File: config.mk
export PLATFORM = sky130hd
export DESIGN_NAME = serial_chunk_adder
export DESIGN_NICKNAME = d
export VERILOG_FILES = /design/src/rtl/serial_chunk_adder.sv
export SDC_FILE = /design/constraint.sdc
export NUM_CORES = 1
export LEC_CHECK = 0
export CORE_UTILIZATION = 25
export DETAILED_ROUTE_END_ITERATION = 6
export MAX_ROUTING_LAYER = met4
export PLACE_DENSITY = 0.54
export RECOVER_POWER = 100
export SYNTH_ARGS = -nofsm -noshare
export SYNTH_HDL_FRONTEND = slang
export SYNTH_SLANG_ARGS = --single-unit
File: constraint.sdc
create_clock -name clk -period 6.39 [get_ports clk]
set_input_delay 1.5975 -clock clk [delete_from_list [all_inputs] [get_ports clk]]
set_output_delay 1.5975 -clock clk [all_outputs]
set_load 0.01 [all_outputs]
File: src/rtl/serial_chunk_adder.sv
// Multi-cycle a+b+cin adder: one CHUNK-bit slice per clock, LSB first,
// with valid/ready handshakes on operand and result sides.
module serial_chunk_adder #(
   parameter int WIDTH = 8,
   parameter int CHUNK = 2
) (
   input  logic             clk,
   input  logic             rst_n,
   input  logic             in_valid,
   output logic             in_ready,
   input  logic [WIDTH-1:0] a,
   input  logic [WIDTH-1:0] b,
   input  logic             cin,
   output logic             out_valid,
   input  logic             out_ready,
   output logic [WIDTH-1:0] sum,
   output logic             cout,
   output logic             ovf
);

   localparam int N  = WIDTH / CHUNK;
   localparam int IW = (N > 1) ? $clog2(N) : 1;

   if (WIDTH < 1 || CHUNK < 1 || (WIDTH % CHUNK) != 0) begin : g_bad_param
      $error("serial_chunk_adder: WIDTH must be a positive multiple of CHUNK");
   end

   typedef enum logic [1:0] {IDLE, RUN, DONE} state_t;

   state_t           state;
   state_t           state_nx;
   logic [WIDTH-1:0] a_r;
   logic [WIDTH-1:0] b_r;
   logic             c;
   logic [IW-1:0]    idx;
   logic             last;
   int               base;
   logic [CHUNK-1:0] a_sl;
   logic [CHUNK-1:0] b_sl;
   logic [CHUNK-1:0] s_sl;
   logic             c_nx;

   assign in_ready  = (state == IDLE);
   assign out_valid = (state == DONE);

   assign last = (idx == IW'(N - 1));
   assign base = int'(idx) * CHUNK;
   assign a_sl = a_r[base +: CHUNK];
   assign b_sl = b_r[base +: CHUNK];

   // one extra bit on the slice add carries into the next slice
   assign {c_nx, s_sl} = {1'b0, a_sl} + {1'b0, b_sl}
                       + (CHUNK + 1)'(c);

   always_ff @(posedge clk or negedge rst_n) begin
      if (!rst_n) state <= IDLE;
      else        state <= state_nx;
   end

   always_comb begin
      state_nx = state;
      case (state)
         IDLE:    if (in_valid)  state_nx = RUN;
         RUN:     if (last)      state_nx = DONE;
         DONE:    if (out_ready) state_nx = IDLE;
         default:                state_nx = IDLE;
      endcase
   end

   always_ff @(posedge clk or negedge rst_n) begin
      if (!rst_n) begin
         a_r  <= '0;
         b_r  <= '0;
         c    <= 1'b0;
         idx  <= '0;
         sum  <= '0;
         cout <= 1'b0;
         ovf  <= 1'b0;
      end else begin
         case (state)
            IDLE: begin
               if (in_valid) begin
                  a_r <= a;
                  b_r <= b;
                  c   <= cin;
                  idx <= '0;
                  sum <= '0;
               end
            end
            RUN: begin
               sum[base +: CHUNK] <= s_sl;
               c   <= c_nx;
               idx <= idx + 1'b1;
               // top slice holds the operand and result sign bits
               if (last) begin
                  cout <= c_nx;
                  ovf  <= (a_sl[CHUNK-1] == b_sl[CHUNK-1])
                       && (s_sl[CHUNK-1] != a_sl[CHUNK-1]);
               end
            end
            default: ;
         endcase
      end
   end

endmodule
==> After elaboration in Yosys (flattened, before gate mapping) <==
Cells that the tools add are included.
{ "op_classes": {"eq_ne": 8, "mux": 11, "shift": 4, "reduce_logical": 7, "n_addsub": 4} }
{ "ops": {"columns": ["cell", "n"], "rows": [
  ["$neg 3->33", 1],
  ["$shift 2x33->8 const A", 1],
  ["$shiftx 2x33->8", 1],
  ["$pmux 8 s2", 1],
  ["$shiftx 8x4->2", 2],
  ["$bwmux 8", 1],
  ["$mux 2", 4],
  ["$mux 8", 1],
  ["$pmux 2 s3", 1],
  ["$reduce_and 2->1", 3],
  ["$eq 2x2->1 const B", 2],
  ["$ne 2x2->1 const B", 2],
  ["$pmux 2 s2", 1],
  ["$add 2x2->3", 1],
  ["$add 3x1->3", 1],
  ["$reduce_and 3->1", 1],
  ["$add 2x1->2 const B", 1],
  ["$eq 2x1->1 const B", 1],
  ["$logic_not 2->1", 1],
  ["$ne 2x1->1 const B", 1],
  ["$pmux 1 s2", 1],
  ["$reduce_bool 2->1", 1],
  ["$eq 1x1->1", 1],
  ["$logic_and 1x1->1", 1],
  ["2 further kinds", 2]
]} }
{ "totals": {"word_cells": 42, "ff_bits": 31, "output_inout_bits": 12, "input_bits": 21} }

==> Longest topological paths before layout <==
Gate-level depths: netlist of run 1.
{ "logic_depth": {"ltp_word": 6, "depth_mapped": 6, "mapped_depth_nobuf": 5} }

==> Least setup slack after synthesis of run 1 <==
OpenSTA, ideal clock, no wires.
{ "synth_path": {"path_type": "input-to-reg", "from": "input in_valid", "to": "register a_r[0]", "setup_ns": 0.125, "slack_ns": 3.864, "stages": 4, "t_required_ns": 6.265, "arrival_ns": 2.401, "n_path_buf": 1, "path_cell_list": "nand2b_1 nor2_4 buf_6 mux2_2"} }
{ "synth_between": {"elab_chain_cells": 1} }
{ "synth_rtl": {"columns": ["item", "line", "rtl"], "rows": [
  ["start: declaration", "9", "input logic in_valid,"],
  ["$reduce_and 2->1 (no line)", null, null],
  ["end signal: assignment", "72", "a_r <= '0;"],
  ["end signal: assignment", "83", "a_r <= a;"],
  ["end: declaration", "32", "logic [WIDTH-1:0] a_r;"]
]} }
Every way passes these cells.
A chain may end at the register's enable or synchronous reset.

==> Final worst setup path of run 1 <==
{ "layout_path": {"from": "input in_valid", "to": "register b_r[1]"} }
{ "layout_between": {"elab_chain_cells": 1} }
{ "layout_rtl": {"columns": ["item", "line", "rtl"], "rows": [
  ["$reduce_and 2->1 (no line)", null, null],
  ["end signal: assignment", "73", "b_r <= '0;"],
  ["end signal: assignment", "84", "b_r <= b;"],
  ["end: declaration", "33", "logic [WIDTH-1:0] b_r;"]
]} }
Every way passes these cells.

==> flow_metrics.env, run 1 <==
export IMPL_outcome="finished, violations left"
export IMPL_violations="capacitance limit, slew limit"
export IMPL_cts_tree="built"
export IMPL_max_slew_margin_rel_pct=-10.40
export IMPL_yosys_register_bits=31
export IMPL_drv_cap=1
export IMPL_fin_cells=218
export IMPL_nets=173
export IMPL_finClkSkew_ps=4.499
export IMPL_grt_use_total_pct=12.05
export IMPL_multi_input_area_um2=668.1
export IMPL_n_antenna_cell=0
export IMPL_grt_pass1_wl_um=5340
export IMPL_drt_iter0_markers=60
export IMPL_ys_types=26
export IMPL_mostFrequentLayoutCells="31 x dfrtp_1, 17 x mux2_2, 17 x clkdlybuf4s50_1"
export IMPL_design_core_area_um2=5642
export IMPL_place_ws_ps=3073
export IMPL_synth_nets=137
export IMPL_start_kind="input pin"
export IMPL_final_max_slew_violation_count=32
export IMPL_avgSynthCellArea_um2=13.72
export IMPL_antenna_found_initial=0
export IMPL_crit_required_ps=6560
export IMPL_hold_viol=0
export IMPL_hold_buffers=0
export IMPL_dr_pass1_iters=4
export IMPL_post_route_drc_count=0
export IMPL_start_util_pct=26.50
export IMPL_dpl_hpwl_um=2282
export IMPL_setup_viol=0
export IMPL_grt_overflow=0
export IMPL_synth_ff_type="dfrtp_1"
export IMPL_p_sw_mw=0.3746
export IMPL_post_cts_buffers=0
export IMPL_clkPwrFrac_pct=16.4
export IMPL_layout_commonest_cell="dfrtp_1"
export IMPL_drive_gt1_share_pct=19.86
export IMPL_cts_buffers_inserted=5
export IMPL_post_dp_cell_area_um2=1881
export IMPL_setup_slack_ps=2653
export IMPL_cp_data_arrival_time_ps=3900
export IMPL_die_area_um2=6294
export IMPL_yosysTopAreaCellShare_pct=51.88
export IMPL_worstMarginPinSlew_ps=1656
export IMPL_die_h_um=79.34
export IMPL_synth_top_cell_by_area="dfrtp_1"
export IMPL_die_w_um=79.34
export IMPL_synthTopCellsByArea="dfrtp_1 52%, mux2_2 13%, mux4_2 6.0%, ha_1 4.2%, a22o_1 4.1%"
export IMPL_syn_to_final_growth_pct=31.72
export IMPL_irDropWorstVdd_uv=260.9
export IMPL_clk_pin_slew_ps=60
export IMPL_gp_routability_congestion=0.8041
export IMPL_p_sw_share_pct=36.87
export IMPL_wire_per_inst_um=14.22
export IMPL_async_flop_share_pct=100.0
export IMPL_path_class="input pin to flip-flop"
export IMPL_dp_cells=210
export IMPL_combPwrFrac_pct=48.1
export IMPL_fmax_mhz=267.6
export IMPL_wl_um=3100
export IMPL_syn_inst=109
export IMPL_powerDensity_nw_per_um2=515.9
export IMPL_synth_seq_area_share_pct=51.88
export IMPL_cts_buffer_depth=2
export IMPL_yosysWarnings=0
export IMPL_grt_pass1_vias=1059
export IMPL_vias=993
export IMPL_seqPwrFrac_pct=35.5
export IMPL_grt_max_degree=32
export IMPL_clkSinkCount=31
export IMPL_cp_max_fo=16
export IMPL_clkLatencyLatePin_ps=280
export IMPL_ant_nets=0
export IMPL_final_min_clock_period_ps=3737
export IMPL_h_tree_depth=2
export IMPL_cp_end_kind="flip-flop"
export IMPL_tns_ps=0
export IMPL_synth_area_um2=1495
export IMPL_synth_edff_count=0
export IMPL_min_period_over_period_pct=58.48
export IMPL_cts_resized=0
export IMPL_final_area_um2=1969
export IMPL_rows=27
export IMPL_via_per_inst=4.555
export IMPL_p_int_mw=0.6414
export IMPL_io_buffers=32
export IMPL_rsz0062_at_grt="false"
export IMPL_cts_root_buf="clkbuf_8"
export IMPL_leakagePower_nw=0.8527
export IMPL_min_path_type="flip-flop to flip-flop"
export IMPL_ios=33
export IMPL_regArea_um2=775.7
export IMPL_fill_cells=544
## per-stage QoR
stage	hold slack [ps]	utilization, %	power, mW
2_1_floorplan	475.1	-	0.7090
3_3_place_gp	484.3	33.33	0.8532
3_5_place_dp	487.6	33.33	0.8741
4_1_cts	506.6	35.11	1.049
5_1_grt	522.7	34.91	1.107
6_report	493.1	34.91	1.016
## critical path: stages
cell and delay, ps:
dlygate4sd3_1 610, nand2b_1 170, nor2_1 1090, mux2_2 440
## path summary, 6_finish.rpt
kind	start	to	slack, ps	cells past startpoint
setup reg to reg	idx[0]	ovf	3650	5
setup / recovery	in_valid	b_r[1]	2650	4
hold / removal	sum[1]	sum[1]	490	1
hold reg to reg	sum[1]	sum[1]	490	1
max in group asynchronous	rst_n	sum[0]	3160	2
min in group asynchronous	rst_n	state[1]	2270	2
## cell families after synthesis
kind of cell | after synthesis | synth area share, %
DFF | 31 | 51.88
and+or+nand+nor | 23 | 8.955
muxes | 21 | 18.83
AOI/OAI and AO/OA | 19 | 9.959
buffers and inverters | 7 | 2.929
adders and majority gates | 7 | 6.862
xor gates and xnor gates | 1 | 0.5859
## cell type report
class	count	area share [%]
multi-input combinational	71	33.93
sequential	31	39.39
timing repair buffer	33	16.45
clock buffer	8	5.083
tap	72	4.574
inverter	3	0.5718
## power groups by stage
stage	clock, mW	sequential (mW)	combinational, mW
floorplan	0	0.335	0.374
global placement	0	0.362	0.491
detailed placement	0	0.369	0.505
CTS	0.174	0.365	0.509
global route	0.182	0.378	0.546
finish	0.166	0.361	0.489
## state kept, by name, indices dropped and copies added (netlist names)
signal  cells
b_r         8
sum         8
state       2
a_r         8
ovf         1
idx         2
cout        1
c           1
## per-layer routing
| metal | up-vias | global-route usage (%) | part of all wire (%) |
|---|---|---|---|
| li1 | 472 | - | - |
| met1 | 481 | 15.00 | 44 |
| met2 | 34 | 18.10 | 49 |
| met3 | 6 | 3.448 | 5.2 |
| met4 | 0 | 5.455 | 1.7 |
| met5 | - | - | 0 |
## synth_stat cells (2+ instances only)
cell type / number
mux2_2: 17
fa_1: 2
nand2_1: 7
buf_6: 2
nor4_1: 3
a21oi_1: 2
dfrtp_1: 31
a21o_1: 3
ha_1: 5
o21ai_0: 2
nand2b_1: 6
inv_1: 3
nand3b_1: 2
a32o_1: 2
buf_2: 2
mux4_2: 4
a22o_1: 7
Power figures use the tool's default switching activity.
==> inputs of run 2 (changes only) <==
clock period = 3.9 ns   (was 6.39 ns; I/O delays follow)
==> run 2 against run 1 <==
The run still ends with capacitance limit, slew limit left. Count of clock-buffer cells in the layout did not move. Hold slack improved by 4.2 ps. Clock power up 68%. Flip-flop and latch count stayed put. Sequential share of layout area stayed put. Non-clock buffer count stayed put. Final area did not move. Utilization is the same. Critical path type unchanged.
==> flow_metrics.env, run 2 (synthesis gave the netlist of run 1 again) <==
export IMPL_outcome="finished, violations left"
export IMPL_violations="capacitance limit, slew limit"
export IMPL_clkPwrFrac_pct=16.8
export IMPL_grt_max_degree=32
export IMPL_dpl_hpwl_um=2233
export IMPL_fmax_mhz=335.3
export IMPL_max_slew_margin_rel_pct=-9.652
export IMPL_top_regs="a_r (8), b_r (8), sum (8)"
export IMPL_die_h_um=79.34
export IMPL_cp_data_arrival_time_ps=3150
export IMPL_rsz0062_at_grt="false"
export IMPL_gp_routability_congestion=0.7990
export IMPL_rows=27
export IMPL_cts_root_buf="clkbuf_8"
export IMPL_crit_required_ps=4070
export IMPL_grt_pass1_vias=1043
export IMPL_rr_startpoint="idx[0]"
export IMPL_regArea_um2=775.7
export IMPL_layout_commonest_cell="dfrtp_1"
export IMPL_seqPwrFrac_pct=35.6
export IMPL_p_sw_mw=0.6131
export IMPL_ant_nets=0
export IMPL_tns_ps=0
export IMPL_reg2regPathDepth=5
export IMPL_via_per_inst=4.606
export IMPL_final_max_slew_violation_count=32
export IMPL_clkSinkCount=31
export IMPL_wl_met2_um=1364
export IMPL_drt_iter0_markers=74
export IMPL_die_area_um2=6294
export IMPL_min_period_over_period_pct=76.47
export IMPL_combPwrFrac_pct=47.7
export IMPL_timing_rr_end="ovf"
export IMPL_start_kind="input pin"
export IMPL_crit_buf_inv=1
export IMPL_cp_end_kind="flip-flop"
export IMPL_routed_top_layer="met4"
export IMPL_design_core_area_um2=5642
export IMPL_hold_buffers=0
export IMPL_p_int_mw=1.051
export IMPL_wl_met1_um=1499
export IMPL_multi_input_area_um2=668.1
export IMPL_worstMarginPinSlew_ps=1645
export IMPL_drv_cap=1
export IMPL_critPathMaxStageDelay_ps=980
export IMPL_ios=33
export IMPL_nets=173
export IMPL_grt_pass1_wl_um=5271
export IMPL_path_class="input pin to flip-flop"
export IMPL_io_buffers=32
export IMPL_setup_viol=0
export IMPL_syn_to_final_growth_pct=31.72
export IMPL_finClkSkew_ps=7.168
export IMPL_die_w_um=79.34
export IMPL_fill_cells=551
export IMPL_post_cts_buffers=0
export IMPL_min_path_type="flip-flop to flip-flop"
export IMPL_drive_gt1_share_pct=19.86
export IMPL_min_from="sum[1]"
export IMPL_powerDensity_nw_per_um2=844.8
export IMPL_cts_resized=0
export IMPL_final_min_clock_period_ps=2982
export IMPL_wl_met3_um=153
export IMPL_irDropWorstVdd_uv=356.7
export IMPL_wl_um=3059
export IMPL_cp_max_fo=16
export IMPL_r2r_slack_ps=1180
export IMPL_leakagePower_nw=0.8524
export IMPL_p_total_mw=1.664
export IMPL_h_tree_depth=2
export IMPL_wire_per_inst_um=14.03
export IMPL_fin_hold_ws_ps=497.3
export IMPL_min_to="sum[1]"
export IMPL_path_cells="dlygate4sd3_1 -> nand2b_1 -> nor2_1 -> mux2_2"
export IMPL_n_antenna_cell=0
export IMPL_p_sw_share_pct=36.85
export IMPL_grt_overflow=0
export IMPL_cts_buffers_inserted=5
export IMPL_clkLatencyLatePin_ps=290
export IMPL_clk_pin_slew_ps=70
export IMPL_dr_pass1_iters=4
export IMPL_grt_use_total_pct=11.70
export IMPL_post_route_drc_count=0
export IMPL_vias=1004
export IMPL_cts_tree="built"
export IMPL_hold_viol=0
export IMPL_slowest_stage="nor2_1"
export IMPL_whs_path_depth=1
export IMPL_start_util_pct=26.50
export IMPL_cts_buffer_depth=2
export IMPL_antenna_found_initial=0
export IMPL_mostFrequentLayoutCells="31 x dfrtp_1, 18 x clkdlybuf4s50_1, 17 x mux2_2"
export IMPL_crit_family="simple AND/OR/NAND/NOR gates"
run 2: cell types whose count changed in the layout (fill, tap and decap cells not counted):
cell	change
dlygate4sd3_1	-1
clkdlybuf4s50_1	+1
run 2: power by group through the flow:
stage	Combinational (mW)	Sequential, mW	Clock (mW)
6_report	0.793	0.592	0.279
5_1_grt	0.877	0.618	0.304
4_1_cts	0.819	0.597	0.288
3_5_place_dp	0.815	0.601	0
3_3_place_gp	0.802	0.595	0
2_1_floorplan	0.613	0.549	0
run 2: how the worst max path moves through the flow:
| stage | cells after the start | startpoint | end | slack, ps |
|---|---|---|---|---|
| 6_report | 4 | in_valid | a_r[2] | 920 |
| 5_1_grt | 4 | in_valid | b_r[2] | 760 |
| 4_1_cts | 5 | idx[0] | ovf | 1160 |
| 3_5_place_dp | 5 | idx[0] | ovf | 1160 |
| 3_3_place_gp | 5 | idx[0] | ovf | 1150 |
| 2_1_floorplan | 6 | idx[0] | ovf | 1550 |
run 2: per-layer routing:
metal	vias up	track usage (%)
met3	5	3.218
met5	-	-
met1	502	14.95
li1	471	-
met4	0	4.909
met2	26	17.41
run 2: area by class of cell:
class,instances,area share (%)
Sequential cell,31,39.39
Multi-Input combinational cell,71,33.93
Timing Repair Buffer,33,16.45
Clock buffer,8,5.083
Tap cell,72,4.574
Inverter,3,0.5718
run 2: stage by stage:
step	setup WS, ps	std cells	area, µm²	utilization [%]
global route	756.1	218	1969	34.91
detailed placement	1162	210	1881	33.33
CTS	1157	218	1981	35.11
floorplan	1552	109	1495	-
finish	917.6	218	1969	34.91
global placement	1154	210	1881	33.33
==> inputs of run 3 (changes only) <==
clock period = 3 ns   (was 3.9 ns; I/O delays follow)
==> run 3 against run 2 <==
The run still ends with capacitance limit, slew limit left. Non-clock buffer count did not move. Sequential power up 30%. Clock power rose by 15%. Flip-flop and latch count stayed put. Global-route usage shrank 0.67 points. Routed wire length down 3.5%. Via count up 1.1%. Combinational power grew 26%. Sequential share of layout area up 0.20 points. Cell count down 0.46%. Critical path type is now flip-flop to flip-flop. Hold slack gained 1.8 ps.
==> flow_metrics.env, run 3 (synthesis gave the netlist of run 1 again) <==
export IMPL_leakagePower_nw=0.8477
export IMPL_tns_ps=0
export IMPL_mostFrequentLayoutCells="31 x dfrtp_1, 18 x clkdlybuf4s50_1, 17 x mux2_2"
export IMPL_cp_data_arrival_time_ps=2830
export IMPL_whs_path_depth=1
export IMPL_ios=33
export IMPL_grt_pass1_vias=1019
export IMPL_rsz0062_at_grt="false"
export IMPL_layout_commonest_cell="dfrtp_1"
export IMPL_min_path_type="flip-flop to flip-flop"
export IMPL_nets=173
export IMPL_wl_um=2951
export IMPL_cp_end_kind="flip-flop"
export IMPL_ant_nets=0
export IMPL_grt_pass1_wl_um=4995
export IMPL_reg2regPathDepth=5
export IMPL_via_per_inst=4.677
export IMPL_clk_pin_slew_ps=60
export IMPL_design_core_area_um2=5642
export IMPL_die_h_um=79.34
export IMPL_top_regs="a_r (8), b_r (8), sum (8)"
export IMPL_io_buffers=32
export IMPL_post_cts_buffers=0
export IMPL_dpl_hpwl_um=2266
export IMPL_worstMarginPinSlew_ps=1609
export IMPL_drt_iter0_markers=58
export IMPL_die_w_um=79.34
export IMPL_start_util_pct=26.50
export IMPL_die_area_um2=6294
export IMPL_grt_max_degree=32
export IMPL_violations="capacitance limit, slew limit"
export IMPL_drv_cap=1
export IMPL_h_tree_depth=2
export IMPL_irDropWorstVdd_uv=439.3
export IMPL_dr_pass1_iters=4
export IMPL_wire_per_inst_um=13.60
export IMPL_setup_viol=0
export IMPL_path_class="flip-flop to flip-flop"
export IMPL_start_kind="flip-flop"
export IMPL_cts_buffer_depth=2
export IMPL_clkLatencyLatePin_ps=280
export IMPL_drive_gt1_share_pct=20.69
export IMPL_cts_tree="built"
export IMPL_max_slew_margin_rel_pct=-7.257
export IMPL_crit_required_ps=3180
export IMPL_antenna_found_initial=0
export IMPL_setup_slack_ps=344.8
export IMPL_final_max_slew_violation_count=32
export IMPL_cts_buffers_inserted=5
export IMPL_cts_resized=0
export IMPL_fmax_mhz=376.6
export IMPL_gp_routability_congestion=0.8247
export IMPL_n_antenna_cell=0
export IMPL_hold_buffers=0
export IMPL_grt_use_total_pct=11.03
export IMPL_clkSinkCount=31
export IMPL_vias=1015
export IMPL_min_period_over_period_pct=88.51
export IMPL_final_area_um2=1959
export IMPL_place_ws_ps=348.2
export IMPL_post_route_drc_count=0
export IMPL_powerDensity_nw_per_um2=1069
export IMPL_hold_viol=0
export IMPL_outcome="finished, violations left"
export IMPL_finClkSkew_ps=4.549
export IMPL_cts_root_buf="clkbuf_8"
export IMPL_post_dp_cell_area_um2=1881
export IMPL_cp_max_fo=11
export IMPL_syn_to_final_growth_pct=31.05
export IMPL_rows=27
export IMPL_final_min_clock_period_ps=2655
export IMPL_grt_overflow=0
[run 3: cell types whose count changed in the layout (fill, tap and decap cells not counted), sizes merged]
cell    previous run  this run
clkinv             0         1
clkbuf             9         7
[run 3: critical path: stages, from the launching register on]
cell     delay (ps)
dfrtp_1         620
mux4_2          580
fa_1            410
fa_1            620
xnor2_1         100
o31ai_1         220
[run 3: final cells by class]
cell class                      count  area [µm²]
Fill cell                         548        3682
Clock inverter                      1       5.005
Timing Repair Buffer               33       324.1
Clock buffer                        6       82.58
Tap cell                           72       90.09
Inverter                            3       11.26
Multi-Input combinational cell     71       670.6
Sequential cell                    31       775.7
[run 3: metal layers]
layer | vias up | part of all wire, % | global-route usage [%]
met3 | 8 | 5.9 | 3.563
met2 | 32 | 47 | 16.03
met1 | 503 | 46 | 14.40
li1 | 472 | - | -
met4 | 0 | 1.3 | 3.818
met5 | - | 0 | -
[run 3: final timing paths]
kind,start,endpoint,slack (ps)
setup / recovery,idx[0],ovf,340
hold / removal,sum[2],sum[2],500
setup reg to reg,idx[0],ovf,340
hold reg to reg,sum[2],sum[2],500
max in group asynchronous,rst_n,a_r[0],650
min in group asynchronous,rst_n,state[1],1410
[run 3: per-stage QoR]
step	cells	power (mW)	hold WS [ps]	utilization, %
global placement	210	1.805	492.6	33.33
detailed placement	210	1.822	493.7	33.33
floorplan	109	1.510	454.4	-
global route	217	2.264	523.5	34.73
CTS	217	2.155	507.5	34.89
finish	217	2.094	499.1	34.73
[run 3: power by group]
| part | switching (mW) | leakage, nW | internal [mW] | total [mW] |
|---|---|---|---|---|
| Clock | 0.141 | 0.0470 | 0.179 | 0.320 |
| Sequential | 0.168 | 0.386 | 0.603 | 0.771 |
| Combinational | 0.452 | 0.415 | 0.550 | 1.00 |
| Total | 0.761 | 0.848 | 1.33 | 2.09 |
